`config.mk`:
```
export PLATFORM = sky130hd
export DESIGN_NAME = i2c_clocked_target
export DESIGN_NICKNAME = d
export VERILOG_FILES = /design/src/rtl/i2c_clocked_target_pkg.sv /design/src/rtl/i2c_line_filter.sv /design/src/rtl/i2c_clocked_target.sv
export SDC_FILE = /design/constraint.sdc
export NUM_CORES = 1
export LEC_CHECK = 0
export CORE_ASPECT_RATIO = 0.6
export CORE_MARGIN = 10
export CORE_UTILIZATION = 40
export DETAILED_ROUTE_END_ITERATION = 10
export HOLD_SLACK_MARGIN = 0.15
export PLACE_DENSITY = 0.62
export SYNTH_ARGS = -nofsm -noshare
export SYNTH_HDL_FRONTEND = slang
export SYNTH_SLANG_ARGS = --single-unit
```
`constraint.sdc`:
```
create_clock -name clock -period 1.8 [get_ports clock]
set_input_delay 0.18 -clock clock [delete_from_list [all_inputs] [get_ports clock]]
set_output_delay 0.18 -clock clock [all_outputs]
set_load 0.01 [all_outputs]
```
`src/rtl/i2c_clocked_target_pkg.sv`:
```
// Shared I2C target definitions: FSM state encoding, R/W and ACK bit values, general-call address.
// Latency: n/a (types, constants and one pure function only).
// Backpressure: n/a.
package i2c_clocked_target_pkg;

    typedef enum logic [2:0] {
        ST_IDLE     = 3'd0,
        ST_ADDR     = 3'd1,
        ST_ADDR_ACK = 3'd2,
        ST_WR_DATA  = 3'd3,
        ST_WR_ACK   = 3'd4,
        ST_RD_DATA  = 3'd5,
        ST_RD_ACK   = 3'd6,
        ST_IGNORE   = 3'd7
    } state_e;

    localparam logic       I2C_RW_WRITE   = 1'b0;
    localparam logic       I2C_RW_READ    = 1'b1;
    localparam logic [6:0] I2C_GCALL_ADDR = 7'h00;
    localparam logic       I2C_ACK        = 1'b0;
    localparam logic       I2C_NACK       = 1'b1;

    // True when an address byte ({addr[6:0], rw}) selects this target.
    // A general call is only accepted as a write.
    function automatic logic addr_match(input logic [7:0] addr_byte,
                                        input logic [6:0] own_addr,
                                        input logic       gcall_en);
        return (addr_byte[7:1] == own_addr) ||
               (gcall_en && (addr_byte[7:1] == I2C_GCALL_ADDR) && (addr_byte[0] == I2C_RW_WRITE));
    endfunction

endpackage

```
`src/rtl/i2c_line_filter.sv`:
```
// Synchroniser plus glitch filter for one open-drain bus line; filtered level idles at 1.
// Latency: 2 + FILTER_LEN clocks from raw_i to filt_o.
// Backpressure: none; free-running sampler.
// Ports: clock, reset_n (async active-low), raw_i (asynchronous bus level), filt_o (filtered level).
module i2c_line_filter #(
    parameter int FILTER_LEN = 2
) (
    input  logic clock,
    input  logic reset_n,
    input  logic raw_i,
    output logic filt_o
);

    localparam logic [2:0] LAST = 3'(FILTER_LEN - 1);

    logic [1:0] sync_q;
    logic       filt_q;
    logic [2:0] cnt_q;

    // cnt_q counts consecutive synchronised samples that disagree with filt_q;
    // the level flips on the FILTER_LEN-th such sample, any agreeing sample restarts the count.
    always_ff @(posedge clock or negedge reset_n) begin
        if (!reset_n) begin
            sync_q <= 2'b11;
            filt_q <= 1'b1;
            cnt_q  <= 3'd0;
        end else begin
            sync_q <= {sync_q[0], raw_i};
            if (sync_q[1] == filt_q) begin
                cnt_q <= 3'd0;
            end else if (cnt_q == LAST) begin
                filt_q <= sync_q[1];
                cnt_q  <= 3'd0;
            end else begin
                cnt_q <= cnt_q + 3'd1;
            end
        end
    end

    assign filt_o = filt_q;

endmodule

```
`src/rtl/i2c_clocked_target.sv`:
```
// I2C target oversampled on the system clock: 7-bit address match, one data register written/read over I2C.
// Latency: bus events seen 2+FILTER_LEN clocks after the pins move; sda_oe changes one clock after a filtered SCL fall.
// Backpressure: none; never stretches SCL, relies on bus phases >= FILTER_LEN+4 clocks.
// Ports: clock, reset_n (async active-low), scl_in/sda_in (raw bus), sda_oe (1 = pull SDA low),
//   address (own 7-bit address), data_out (data register), rx_valid (write byte stored), busy (addressed).
// Build option: define I2C_TARGET_GCALL_EN to also accept general-call writes to address 7'h00.
module i2c_clocked_target
    import i2c_clocked_target_pkg::*;
#(
    parameter int         FILTER_LEN = 2,
    parameter logic [7:0] RESET_DATA = 8'h00
) (
    input  logic       clock,
    input  logic       reset_n,
    input  logic       scl_in,
    input  logic       sda_in,
    output logic       sda_oe,
    input  logic [6:0] address,
    output logic [7:0] data_out,
    output logic       rx_valid,
    output logic       busy
);

`ifdef I2C_TARGET_GCALL_EN
    localparam logic GCALL_EN = 1'b1;
`else
    localparam logic GCALL_EN = 1'b0;
`endif

    logic scl_f, sda_f;

    i2c_line_filter #(.FILTER_LEN(FILTER_LEN)) u_scl_filter (
        .clock  (clock),
        .reset_n(reset_n),
        .raw_i  (scl_in),
        .filt_o (scl_f)
    );

    i2c_line_filter #(.FILTER_LEN(FILTER_LEN)) u_sda_filter (
        .clock  (clock),
        .reset_n(reset_n),
        .raw_i  (sda_in),
        .filt_o (sda_f)
    );

    state_e     state_q;
    logic       scl_prev_q, sda_prev_q;
    logic [2:0] cnt_q;
    logic [6:0] rx_q;
    logic [6:0] tx_q;       // bits still to be sent, next one at [6]
    logic [7:0] data_out_q;
    logic       sda_oe_q, rx_valid_q, busy_q;
    logic       rw_q;
    logic       phase_q;    // ACK states: first SCL fall seen / RD_ACK: master acknowledged

    logic       start_evt, stop_evt, scl_rise, scl_fall;
    logic [7:0] rx_d;

    assign start_evt = scl_f && scl_prev_q && sda_prev_q && !sda_f;
    assign stop_evt  = scl_f && scl_prev_q && !sda_prev_q && sda_f;
    assign scl_rise  = scl_f && !scl_prev_q;
    assign scl_fall  = !scl_f && scl_prev_q;
    assign rx_d      = {rx_q, sda_f};

    always_ff @(posedge clock or negedge reset_n) begin
        if (!reset_n) begin
            state_q    <= ST_IDLE;
            scl_prev_q <= 1'b1;
            sda_prev_q <= 1'b1;
            cnt_q      <= 3'd0;
            rx_q       <= 7'd0;
            tx_q       <= 7'd0;
            data_out_q <= RESET_DATA;
            sda_oe_q   <= 1'b0;
            rx_valid_q <= 1'b0;
            busy_q     <= 1'b0;
            rw_q       <= 1'b0;
            phase_q    <= 1'b0;
        end else begin
            scl_prev_q <= scl_f;
            sda_prev_q <= sda_f;
            rx_valid_q <= 1'b0;
            // START/STOP outrank any SCL edge seen in the same clock.
            if (start_evt) begin
                state_q  <= ST_ADDR;
                cnt_q    <= 3'd0;
                sda_oe_q <= 1'b0;
                busy_q   <= 1'b0;
                phase_q  <= 1'b0;
            end else if (stop_evt) begin
                state_q  <= ST_IDLE;
                sda_oe_q <= 1'b0;
                busy_q   <= 1'b0;
            end else begin
                case (state_q)
                    ST_ADDR: if (scl_rise) begin
                        rx_q <= rx_d[6:0];
                        if (cnt_q == 3'd7) begin
                            cnt_q <= 3'd0;
                            if (addr_match(rx_d, address, GCALL_EN)) begin
                                busy_q  <= 1'b1;
                                rw_q    <= rx_d[0];
                                phase_q <= 1'b0;
                                state_q <= ST_ADDR_ACK;
                            end else begin
                                state_q <= ST_IGNORE;
                            end
                        end else begin
                            cnt_q <= cnt_q + 3'd1;
                        end
                    end
                    // Drive ACK on the fall after the 8th bit, release on the fall ending the ACK.
                    ST_ADDR_ACK, ST_WR_ACK: if (scl_fall) begin
                        if (!phase_q) begin
                            sda_oe_q <= 1'b1;
                            phase_q  <= 1'b1;
                        end else begin
                            phase_q <= 1'b0;
                            cnt_q   <= 3'd0;
                            if (state_q == ST_ADDR_ACK && rw_q == I2C_RW_READ) begin
                                state_q  <= ST_RD_DATA;
                                tx_q     <= data_out_q[6:0];
                                sda_oe_q <= !data_out_q[7];
                            end else begin
                                state_q  <= ST_WR_DATA;
                                sda_oe_q <= 1'b0;
                            end
                        end
                    end
                    ST_WR_DATA: if (scl_rise) begin
                        rx_q <= rx_d[6:0];
                        if (cnt_q == 3'd7) begin
                            data_out_q <= rx_d;
                            rx_valid_q <= 1'b1;
                            cnt_q      <= 3'd0;
                            phase_q    <= 1'b0;
                            state_q    <= ST_WR_ACK;
                        end else begin
                            cnt_q <= cnt_q + 3'd1;
                        end
                    end
                    // Bit 7 went out on entry; the 8th fall here ends bit 0 and frees SDA for the master.
                    ST_RD_DATA: if (scl_fall) begin
                        if (cnt_q == 3'd7) begin
                            sda_oe_q <= 1'b0;
                            cnt_q    <= 3'd0;
                            phase_q  <= 1'b0;
                            state_q  <= ST_RD_ACK;
                        end else begin
                            sda_oe_q <= !tx_q[6];
                            tx_q     <= {tx_q[5:0], 1'b0};
                            cnt_q    <= cnt_q + 3'd1;
                        end
                    end
                    ST_RD_ACK: begin
                        if (scl_rise) begin
                            if (sda_f == I2C_NACK) begin
                                busy_q  <= 1'b0;
                                state_q <= ST_IGNORE;
                            end else begin
                                phase_q <= 1'b1;
                            end
                        end else if (scl_fall && phase_q) begin
                            phase_q  <= 1'b0;
                            cnt_q    <= 3'd0;
                            tx_q     <= data_out_q[6:0];
                            sda_oe_q <= !data_out_q[7];
                            state_q  <= ST_RD_DATA;
                        end
                    end
                    default: sda_oe_q <= 1'b0;  // IDLE, IGNORE
                endcase
            end
        end
    end

    assign sda_oe   = sda_oe_q;
    assign data_out = data_out_q;
    assign rx_valid = rx_valid_q;
    assign busy     = busy_q;

endmodule

```
Word-level counts from Yosys, hierarchy flattened:

Index checks and enable logic that the tools add are counted.

* $add $sub $neg: 3
* eq/ne operators: 48
* multiplexer cells: 75
* bitwise logic cells: 4
* reduce and logical (&&, ||, !) cells: 33

Operators by type and width (number)
* 3-bit 2-to-1 mux: 28
* 4-bit != test, second input constant: 14
* 7-bit 2-to-1 mux: 7
* 1-bit 2-to-1 mux: 34
* 3-bit != test, second input constant: 9
* 7-bit one-hot mux with 3 select lines: 1
* 10-bit AND reduction: 2
* 2-bit != test, second input constant: 8
* 3-bit one-hot mux with 5 select lines: 1
* 3-bit == test, second input constant: 4
* 3-bit one-hot mux with 4 select lines: 1
* 6-bit AND reduction: 2
* 11-bit AND reduction: 1
* 5-bit AND reduction: 2
* 3-bit by 1-bit adder with 3-bit output, second input constant: 3
* 3-bit by 1-bit == test with 1-bit output, second input constant: 3
* 1-bit logical AND: 9
* 8-bit AND reduction: 1
* 7-bit == test: 1
* 7-bit nonzero test: 1
* 3-bit by 2-bit == test with 1-bit output, second input constant: 2
* 1-bit zero test: 6
* 3-bit by 1-bit != test with 1-bit output, second input constant: 2
* 6-bit nonzero test: 1
* 14 further kinds: 20

* flip-flop bits (word level): 47
* bits of input ports: 11
* output and inout bits: 11

Depth between registers and ports, before layout:

Gate-level depths: netlist of the first run.

* depth in word-level cells: 8
* mapped depth: 8
* gate-level depth less buffers: 7

By module:

From an unflattened synthesis of the first run, not the netlist that was laid out.

* cell total of the unflattened synthesis: 221
* area total of the unflattened synthesis: 2521.2 µm²

By module, submodules not included
* i2c_clocked_target: instances 1, cells each 189, area each 2058.2 µm², sequential area each 878.3 µm²
* i2c_line_filter: instances 2, cells each 16, area each 231.5 µm², sequential area each 153.9 µm²

Least setup slack after synthesis of the first run:

OpenSTA, ideal clock, no wires.

* path type: flip-flop to flip-flop
* start point: register sda_prev_q
* end point: register state_q[1]
* setup time: 125 ps
* arrival: 1800 ps
* data required time: 1675 ps
* setup slack: -125 ps
* cell stages (with the launch flop): 7
* path through: dfstp_2 -> clkbuf_1 -> nand4b_1 -> nand2_1 -> a2bb2oi_2 -> a41o_1 -> mux2_4

* longest elaborated chain between the ends: 5

RTL lines
* start, declared: RTL line i2c_clocked_target.sv:47 `logic scl_prev_q, sda_prev_q;`
* start signal, assigned: RTL line i2c_clocked_target.sv:69 `sda_prev_q <= 1'b1;`
* start signal, assigned: RTL line i2c_clocked_target.sv:81 `sda_prev_q <= sda_f;`
* 1-bit zero test: RTL line i2c_clocked_target.sv:60 `assign stop_evt = scl_f && scl_prev_q && !sda_prev_q && sda_f;`
* 1-bit logical AND (2 in series): RTL line i2c_clocked_target.sv:60
* 5-bit by 4-bit != test with 1-bit output (no source line), or another cell as far along
* 11-bit AND reduction (no source line) or 3-bit 2-to-1 mux (tied branches)
* end signal, assigned: RTL line i2c_clocked_target.sv:67 `state_q <= ST_IDLE;`
* end signal, assigned: RTL line i2c_clocked_target.sv:85 `state_q <= ST_ADDR;`
* end signal, assigned: RTL line i2c_clocked_target.sv:91 `state_q <= ST_IDLE;`
* end, declared: RTL line i2c_clocked_target.sv:46 `state_e state_q;`

Parallel ways exist; a longest one is shown, timed or not.
A chain may end at the register's enable or synchronous reset.

Final worst setup path of the first run:

* start point: register u_scl_filter.filt_q, in the netlist u_scl_filter.filt_o
* end point: register state_q[0]

* longest elaborated chain between the ends: 5

RTL lines
* start, declared: RTL line i2c_line_filter.sv:17 `logic filt_q;`
* start signal, assigned: RTL line i2c_line_filter.sv:32 `filt_q <= sync_q[1];`
* 1-bit logical AND, or another cell as far along: RTL line i2c_clocked_target.sv:59, i2c_clocked_target.sv:60
* 1-bit logical AND, or another cell as far along (2 in series): RTL line i2c_clocked_target.sv:59 `assign start_evt = scl_f && scl_prev_q && sda_prev_q && !sda_f;`
* 5-bit by 4-bit != test with 1-bit output (no source line), or another cell as far along
* 11-bit AND reduction (no source line) or 3-bit 2-to-1 mux (tied branches)

Parallel ways exist; a longest one is shown, timed or not.

==> results of run 1 <==
## power breakdown
part | leakage (nW) | internal, mW | total [mW] | switching [mW]
clock network | 0.0467 | 0.289 | 0.709 | 0.421
logic | 0.907 | 1.76 | 3.25 | 1.49
registers | 0.596 | 1.36 | 1.67 | 0.306
## critical path, cell delays in order, from the launching register on
cell and delay (ns):
dfstp_2 0.62, or2b_1 0.29, a21oi_2 0.17, a2bb2oi_2 0.20, buf_4 0.15, nand3_1 0.08, o311a_1 0.34
## area by class of cell
class / instances / area [µm²] / share of cell area (%)
clock buffers: 5 / 68.82 / 1.950
flip-flops and latches: 47 / 1187 / 33.64
repair buffers: 83 / 729.5 / 20.67
inverters: 5 / 18.77 / 0.5317
multi-input cells: 176 / 1393 / 39.45
clock inverters: 3 / 27.53 / 0.7799
well taps: 84 / 105.1 / 2.978
## flip-flops by register name (all words and copies together) (netlist names), 2 cells and up
signal / count
state_q: 3
tx_q: 7
u_sda_filter.cnt_q: 3
cnt_q: 3
data_out: 8
rx_q: 7
u_scl_filter.sync_q: 2
u_sda_filter.sync_q: 2
u_scl_filter.cnt_q: 3
## final timing paths
path / startpoint / endpoint / slack [ns] / cells past startpoint
max reg2reg: u_scl_filter.filt_o / state_q[0] / -0.14 / 6
min reg2reg: u_scl_filter.sync_q[0] / u_scl_filter.sync_q[1] / 0.36 / 0
min in group asynchronous: reset_n / u_sda_filter.cnt_q[2] / 0.37 / 3
max in group asynchronous: reset_n / sda_prev_q / 1.16 / 3
max: u_scl_filter.filt_o / state_q[0] / -0.14 / 6
min: sda_in / u_sda_filter.sync_q[0] / 0.27 / 1
## kinds of logic (layout without fill, tap and decap cells)
family                     Yosys count  after routing  synth area share (%)
and+or+nand+nor                     79             79                 17.32
AOI/OAI and AO/OA                   52             52                 14.22
DFF                                 47             47                 46.63
muxes                               31             31                 13.38
buffers and inverters               18             96                 3.345
xor gates and xnor gates            12             12                 4.132
adders and majority gates            2              2                0.9836
## cell usage in the layout, fill, tap and decap left out, types with 3 or more instances in the layout
| cell type | n |
|---|---|
| nor2_1 | 17 |
| buf_4 | 53 |
| buf_6 | 5 |
| o21ai_0 | 9 |
| a21oi_2 | 7 |
| clkdlybuf4s50_1 | 20 |
| nor2b_1 | 5 |
| clkbuf_8 | 5 |
| xnor2_1 | 10 |
| nand2_1 | 9 |
| buf_12 | 3 |
| dfstp_2 | 8 |
| mux2_2 | 18 |
| nor2_4 | 5 |
| or3_1 | 3 |
| dfrtp_1 | 38 |
| mux2i_1 | 9 |
| a21oi_1 | 9 |
| nand3b_1 | 6 |
| inv_1 | 5 |
| nand2b_1 | 7 |
## timing repair
| item | in CTS | in global routing |
|---|---|---|
| gates resized for setup | 12 | 26 |
| pin swaps | 4 | 9 |
| endpoints found under the hold margin | 47 | 0 |
| endpoints found under the setup margin | 13 | 31 |
| hold buffers | 1 | 0 |
| buffers inserted | 5 | 4 |
| gates cloned | 0 | 0 |
## routing by layer
metal  routed length (µm)  GRT usage (%)  vias up
li1                     -              -     1028
met1                 3282          19.66     1054
met2                 2722          18.69       55
met3                  438          4.589        9
met4                   59          3.279        0
met5                    0              0        -
==> metrics, run 1 <==
status=finished, violations left; failing checks=setup timing; number of max-cap violations=0; Post-Route WL=6503 µm; post-synth top area cell=dfrtp_1; DR vias=2,146; first-pass GRT wire length=10,900 µm; dominant cells by area after synthesis=dfrtp_1, dfstp_2, mux2_2, mux2i_1, xnor2_1; Max Slew Vio Count=0; Ys Warns=0; IO Pins=22; CTS buffer count=5; most frequent cell after synthesis=dfrtp_1; fin nets=331; Die X=123.0 µm; 1st-pass router iterations=5; placed instance area=~0.0032 mm²; final std cells w/o fill=between 400 and 500; Worst Path Arrival=2.14 ns; maximum number of pins on one net before global-route repair=48; Crit. End Element=register; Cell Area, Synth=approximately 0.0025 mm²; Power per Cell Area=1595 mW/mm²; final core occ=57.50%; Post-synth EDFFs=0; area grow syn2layout=38.76%; # placed instances=around 390; initial antenna violation count=0; post-synth cell types=56; Syn Nets=approximately 250; Setup TNS Final=-0.6049 ns; Post-synth ARST share=100.0%; fin worst setup slack=-0.1415 ns; fmax=slightly above 500 MHz; TritonCTS clock tree=done; setup repair after global routing missed its margin=true; most frequent cells after synthesis=dfrtp_1, nor2_1, mux2_2, a21oi_1; Clock Path Buffers=2; CP Launch Type=register; ANT cells=0; Filler Cell Count=between 500 and 600; Port Buffers=21; Final min period=1.942 ns; sequential-to-total area share from yosys stat=46.63%; Req. time, crit path=2.00 ns; ys flop type=dfrtp_1; fin crit share=107.9%; WHS=0.2661 ns; H-tree Lvls=2; Detailed Route Iter0 Violations=129; CP Class=reg -> reg; VDD IR-drop max=0.6602 mV; Rows=22; crit path max fanout=7; Total GRT Usage=13.54%; #FFs+latches synth=47; Initial Util=41.44%; core area=0.006138 mm²; HP Class=in -> reg; area share of the largest cell type after synthesis=38.37%; die area=0.01005 mm²; Routed wire per std cell=16.14 µm; Worst-path clk slew=approximately 0.10 ns; Total Power=5.630 mW; Leak=about 1.5 nW; vias in the first global route=2,138; post-route cell area=0.003530 mm²; gpl congestion=0.9753; total gr overflow=0; Worst slew margin=74.15%; clk_lat worst skew=0.31 ns; DIE HEIGHT=~82 µm; slew at the pin closest to its max-slew limit=0.3836 ns; Post-DP HPWL=4653 µm; final-report hold violation count=0; average size of a mapped cell=10.55 µm²; post-DR vias/cell=approximately 5.3; Final Setup Violations=12; Syn Inst Count=approximately 240; Final ANT Viol Nets=0; DRC=0; CTS Root Cell=clkbuf_8; worst slack, placed=-0.1653 ns; clock skew=0.005173 ns; layout cells sized above 1=40.44%; TritonCTS Sinks=47
Power figures use the tool's default switching activity.
==> run 2: changes to the inputs <==
--- a/config.mk
+++ b/config.mk
@@ -5,12 +5,14 @@
 export SDC_FILE = /design/constraint.sdc
 export NUM_CORES = 1
 export LEC_CHECK = 0
+export CELL_PAD_IN_SITES_DETAIL_PLACEMENT = 1
+export CELL_PAD_IN_SITES_GLOBAL_PLACEMENT = 1
 export CORE_ASPECT_RATIO = 0.6
 export CORE_MARGIN = 10
 export CORE_UTILIZATION = 40
 export DETAILED_ROUTE_END_ITERATION = 10
 export HOLD_SLACK_MARGIN = 0.15
-export PLACE_DENSITY = 0.62
+export PLACE_DENSITY = 0.75
 export SYNTH_ARGS = -nofsm -noshare
 export SYNTH_HDL_FRONTEND = slang
 export SYNTH_SLANG_ARGS = --single-unit
==> metrics, run 2 (synthesis gave the netlist of run 1 again) <==
Post-DP HPWL=5425 µm; RR Startpoint=scl_prev_q; slew at the pin closest to its max-slew limit=0.6222 ns; Initial Util=between 40% and 50%; TritonCTS Sinks=47; maximum number of pins on one net before global-route repair=48; area of the multi-input gates=0.001453 mm²; Crit. End Element=register; status=finished, violations left; first-pass GRT wire length=~12,000 µm; Most common cell on crit path=buf_6; fin crit share=110.3%; crit-path cells=buf_6 -> and4b_2 -> buf_6 -> nor3_2 -> a21oi_2 -> buf_4 -> nor2_1 -> mux2_1; register area=0.001186 mm²; DIE HEIGHT=81.77 µm; total gr overflow=0; Final Setup Violations=23; number of max-cap violations=0; Worst-path clk slew=0.10 ns; Setup TNS Final=-1.172 ns; final-report hold violation count=0; DRC=0; Req. time, crit path=2.00 ns; area grow syn2layout=41.51%; failing checks=setup timing; delay-heaviest family, CP=flip-flops; crit-path max cell delay=0.65 ns; Clock Path Buffers=2; DR vias=2,221; core area=0.006138 mm²; TritonCTS clock tree=done; 1st-pass router iterations=4; Leak=around 1.6 nW; CP Class=reg -> reg; layout cells sized above 1=42.37%; commonest non-fill, non-tap cell in the layout=buf_4; crit path max fanout=7; CP Launch Type=register; CTS buffer count=5; CTS Root Cell=clkbuf_8; Final ANT Viol Nets=0; Die X=123.0 µm; Filler Cell Count=between 600 and 700; initial antenna violation count=0; Routed wire per std cell=20.19 µm; gpl congestion=~0.94; Port Buffers=21; Critical path buffers and inverters=3; post-DR vias/cell=5.484; die area=0.01005 mm²; vias in the first global route=2,233; worst setup path start=scl_prev_q; Power per Cell Area=1684 mW/mm²; Total GRT Usage=15.71%; IO Pins=22; Detailed Route Iter0 Violations=roughly 160; commonest non-fill, non-tap cells in the layout=buf_4, dfrtp_1, clkdlybuf4s50_1; Final min period=1.986 ns; Rows=22; Max Slew Vio Count=0; HP Class=in -> reg; Largest register FFs=8; fmax=about 500 MHz; Post-Route WL=between 8000 and 9000 µm; hold wc startpoint=scl_in; ANT cells=0; Worst slew margin=58.52%; clk_lat worst skew=0.32 ns; Worst Path Arrival=2.19 ns; worst slack, placed=-0.2295 ns; fin nets=333; setup repair after global routing missed its margin=true; Slowest-stage cell, CP=dfstp_2; H-tree Lvls=2; fin worst setup slack=-0.1863 ns; VDD IR-drop max=about 0.67 mV; clock skew=approximately 0.011 ns
-- run 2: cell count changes in the layout (fill, tap and decap cells not counted), sizes merged --
cell / change
buf: +2
-- run 2: timing repair --
action	CTS	global route
endpoints found under the setup margin	29	32
endpoints found under the hold margin	39	0
buffers inserted	7	6
hold buffers	1	0
pin swaps	6	11
gates resized for setup	19	43
-- run 2: final cells by class --
class / count / area share (%)
multi-input cells: 176 / 40.35
flip-flops and latches: 47 / 32.95
repair buffers: 85 / 20.58
well taps: 84 / 2.920
clock buffers: 5 / 1.912
clock inverters: 3 / 0.7647
inverters: 5 / 0.5214
-- run 2: final timing paths --
check | cells past startpoint | to | slack (ns)
min reg2reg | 0 | u_scl_filter.sync_q[1] | 0.36
max | 8 | phase_q | -0.19
min in group asynchronous | 3 | data_out[0] | 0.49
max reg2reg | 8 | phase_q | -0.19
max in group asynchronous | 3 | rw_q | 0.90
min | 1 | u_scl_filter.sync_q[0] | 0.26
-- run 2: metrics by stage --
stage	util [%]	hold slack (ns)	std cells	instance area, µm²	total power, mW
finish	58.64	0.2611	405	3600	6.064
global route	58.64	0.2587	405	3600	6.423
CTS	55.50	0.2554	400	3407	5.511
detailed placement	51.71	0.3154	384	3174	4.504
global placement	51.71	0.3110	384	3174	4.402
floorplan	-	-0.1156	241	2566	3.314
-- run 2: report_power, final --
group	switching, mW	internal, mW	total (mW)
Clock	0.435	0.289	0.724
Sequential	0.322	1.36	1.68
Combinational	1.76	1.89	3.66
Total	2.52	3.54	6.06
-- run 2: per-layer routing --
metal | wire, µm | GRT usage [%]
met1 | 3958 | 22.86
met2 | 3642 | 22.52
met3 | 489 | 4.521
met4 | 85 | 3.162
met5 | 0 | 0
==> run 3: changes to the inputs <==
--- a/config.mk
+++ b/config.mk
@@ -5,14 +5,15 @@
 export SDC_FILE = /design/constraint.sdc
 export NUM_CORES = 1
 export LEC_CHECK = 0
+export CAP_MARGIN = 30
 export CELL_PAD_IN_SITES_DETAIL_PLACEMENT = 1
 export CELL_PAD_IN_SITES_GLOBAL_PLACEMENT = 1
 export CORE_ASPECT_RATIO = 0.6
-export CORE_MARGIN = 10
-export CORE_UTILIZATION = 40
+export CORE_MARGIN = 2
+export CORE_UTILIZATION = 41
 export DETAILED_ROUTE_END_ITERATION = 10
 export HOLD_SLACK_MARGIN = 0.15
-export PLACE_DENSITY = 0.75
+export PLACE_DENSITY = 0.76
 export SYNTH_ARGS = -nofsm -noshare
 export SYNTH_HDL_FRONTEND = slang
 export SYNTH_SLANG_ARGS = --single-unit
==> metrics, run 3 (synthesis gave the netlist of run 1 again) <==
status=finished, violations left; failing checks=setup timing; Setup TNS Final=-1.020 ns; CTS Root Cell=clkbuf_8; Sequential Power Share=28.7%; gpl congestion=0.9352; Die X=105.7 µm; die area=0.006871 mm²; H-tree Lvls=2; clk_lat worst skew=roughly 0.32 ns; sw frac=40.06%; DR vias=2,240; combinational power share=59.7%; Final ANT Viol Nets=0; DRC=0; ANT cells=0; vias in the first global route=2,403; maximum number of pins on one net before global-route repair=48; total gr overflow=0; number of max-cap violations=0; Post-Route WL=7636 µm; fin worst setup slack=-0.1943 ns; commonest non-fill, non-tap cells in the layout=buf_4, dfrtp_1, clkdlybuf4s50_1; CP Launch Type=register; initial antenna violation count=0; Port Buffers=21; Leak=1.626 nW; slew at the pin closest to its max-slew limit=0.3806 ns; Final min period=1.994 ns; Switching Power=2.346 mW; post-route cell area=0.003605 mm²; crit path max fanout=8; 1st-pass router iterations=4; Power per Cell Area=between 1500 and 2000 mW/mm²; placed instance area=0.003247 mm²; Clock Path Buffers=2; final-report hold violation count=0; Total GRT Usage=around a quarter; Worst slew margin=74.57%; Filler Cell Count=665; Worst Path Arrival=2.20 ns; Req. time, crit path=roughly 2 ns; DIE HEIGHT=65.01 µm; setup repair after global routing missed its margin=true; TritonCTS Sinks=47; fin crit share=110.8%; clock skew=0.01074 ns; first-pass GRT wire length=about 12,000 µm; fin nets=340; Largest register FFs=8; area of the multi-input gates=0.001423 mm²; register area=0.001190 mm²; post-DR vias/cell=around 5.4; Detailed Route Iter0 Violations=102; Post-DP HPWL=5241 µm; Clock power frac=a little under an eighth; area grow syn2layout=41.71%; final std cells w/o fill=412; commonest non-fill, non-tap cell in the layout=buf_4; IO Pins=22; Rows=22; fmax=approximately 500 MHz; TritonCTS clock tree=done; core area=roughly 0.0061 mm²; # placed instances=between 300 and 400; Worst-path clk slew=about 0.10 ns; Max Slew Vio Count=0; Crit. End Element=register; WHS=0.2716 ns; P_int=3.510 mW; Final Setup Violations=21; HP Class=in -> reg; layout cells sized above 1=42.99%; VDD IR-drop max=roughly 0.62 mV; CTS buffer count=5; CP Class=reg -> reg; Routed wire per std cell=18.53 µm; Initial Util=42.00%
run 3: layout make-up:
cell class,instances,area share (%)
multi-input cells,176,39.47
inverters,5,0.5207
clock inverters,2,0.4512
well taps,84,2.916
repair buffers,92,21.62
flip-flops and latches,47,33.01
clock buffers,6,2.013
run 3: power groups by stage:
stage	Clock, mW	Sequential (mW)	Combinational [mW]
final	0.677	1.68	3.50
after global routing	0.728	1.73	3.75
after CTS	0.690	1.66	3.08
after detailed placement	0	1.69	2.86
after global placement	0	1.67	2.75
after floorplan	0	1.55	1.77
run 3: worst max-delay path, stage by stage (launching register included):
cell and delay, ns:
dfstp_2 0.62, or2b_1 0.29, a21oi_2 0.19, a2bb2oi_4 0.22
a41o_1 0.25, mux2_4 0.31
run 3: final timing paths:
check,start,to,slack (ns),depth (start not counted)
max in group asynchronous,reset_n,u_scl_filter.sync_q[0],1.15,3
hold / removal,scl_in,u_scl_filter.sync_q[0],0.27,1
min in group asynchronous,reset_n,rx_q[1],0.38,3
setup reg to reg,u_scl_filter.filt_o,state_q[1],-0.19,5
hold reg to reg,u_scl_filter.sync_q[0],u_scl_filter.sync_q[1],0.36,0
setup / recovery,u_scl_filter.filt_o,state_q[1],-0.19,5
run 3: per-layer routing:
metal,up-vias,GRT usage [%],part of all wire [%]
met2,69,36.85,46
met3,12,4.125,5.7
met1,1117,32.82,47
li1,1042,-,-
met5,-,0,0
met4,0,7.730,1.2
run 3: through the flow:
stage               setup slack, ns  utilization [%]  total power, mW
floorplan                 -0.007659                -            3.314
global placement            -0.1401            53.62            4.423
detailed placement          -0.2361            53.62            4.553
CTS                         -0.1624            56.86            5.428
global route                -0.2598            59.52            6.203
finish                      -0.1943            59.52            5.857
run 3: timing repair:
item,4_1_cts,5_1_grt
pin swaps,7,11
setup buffers,6,6
endpoints found under the setup margin,27,32
resized for setup,14,35
gates cloned,0,0
endpoints found under the hold margin,47,0
hold buffers,1,0
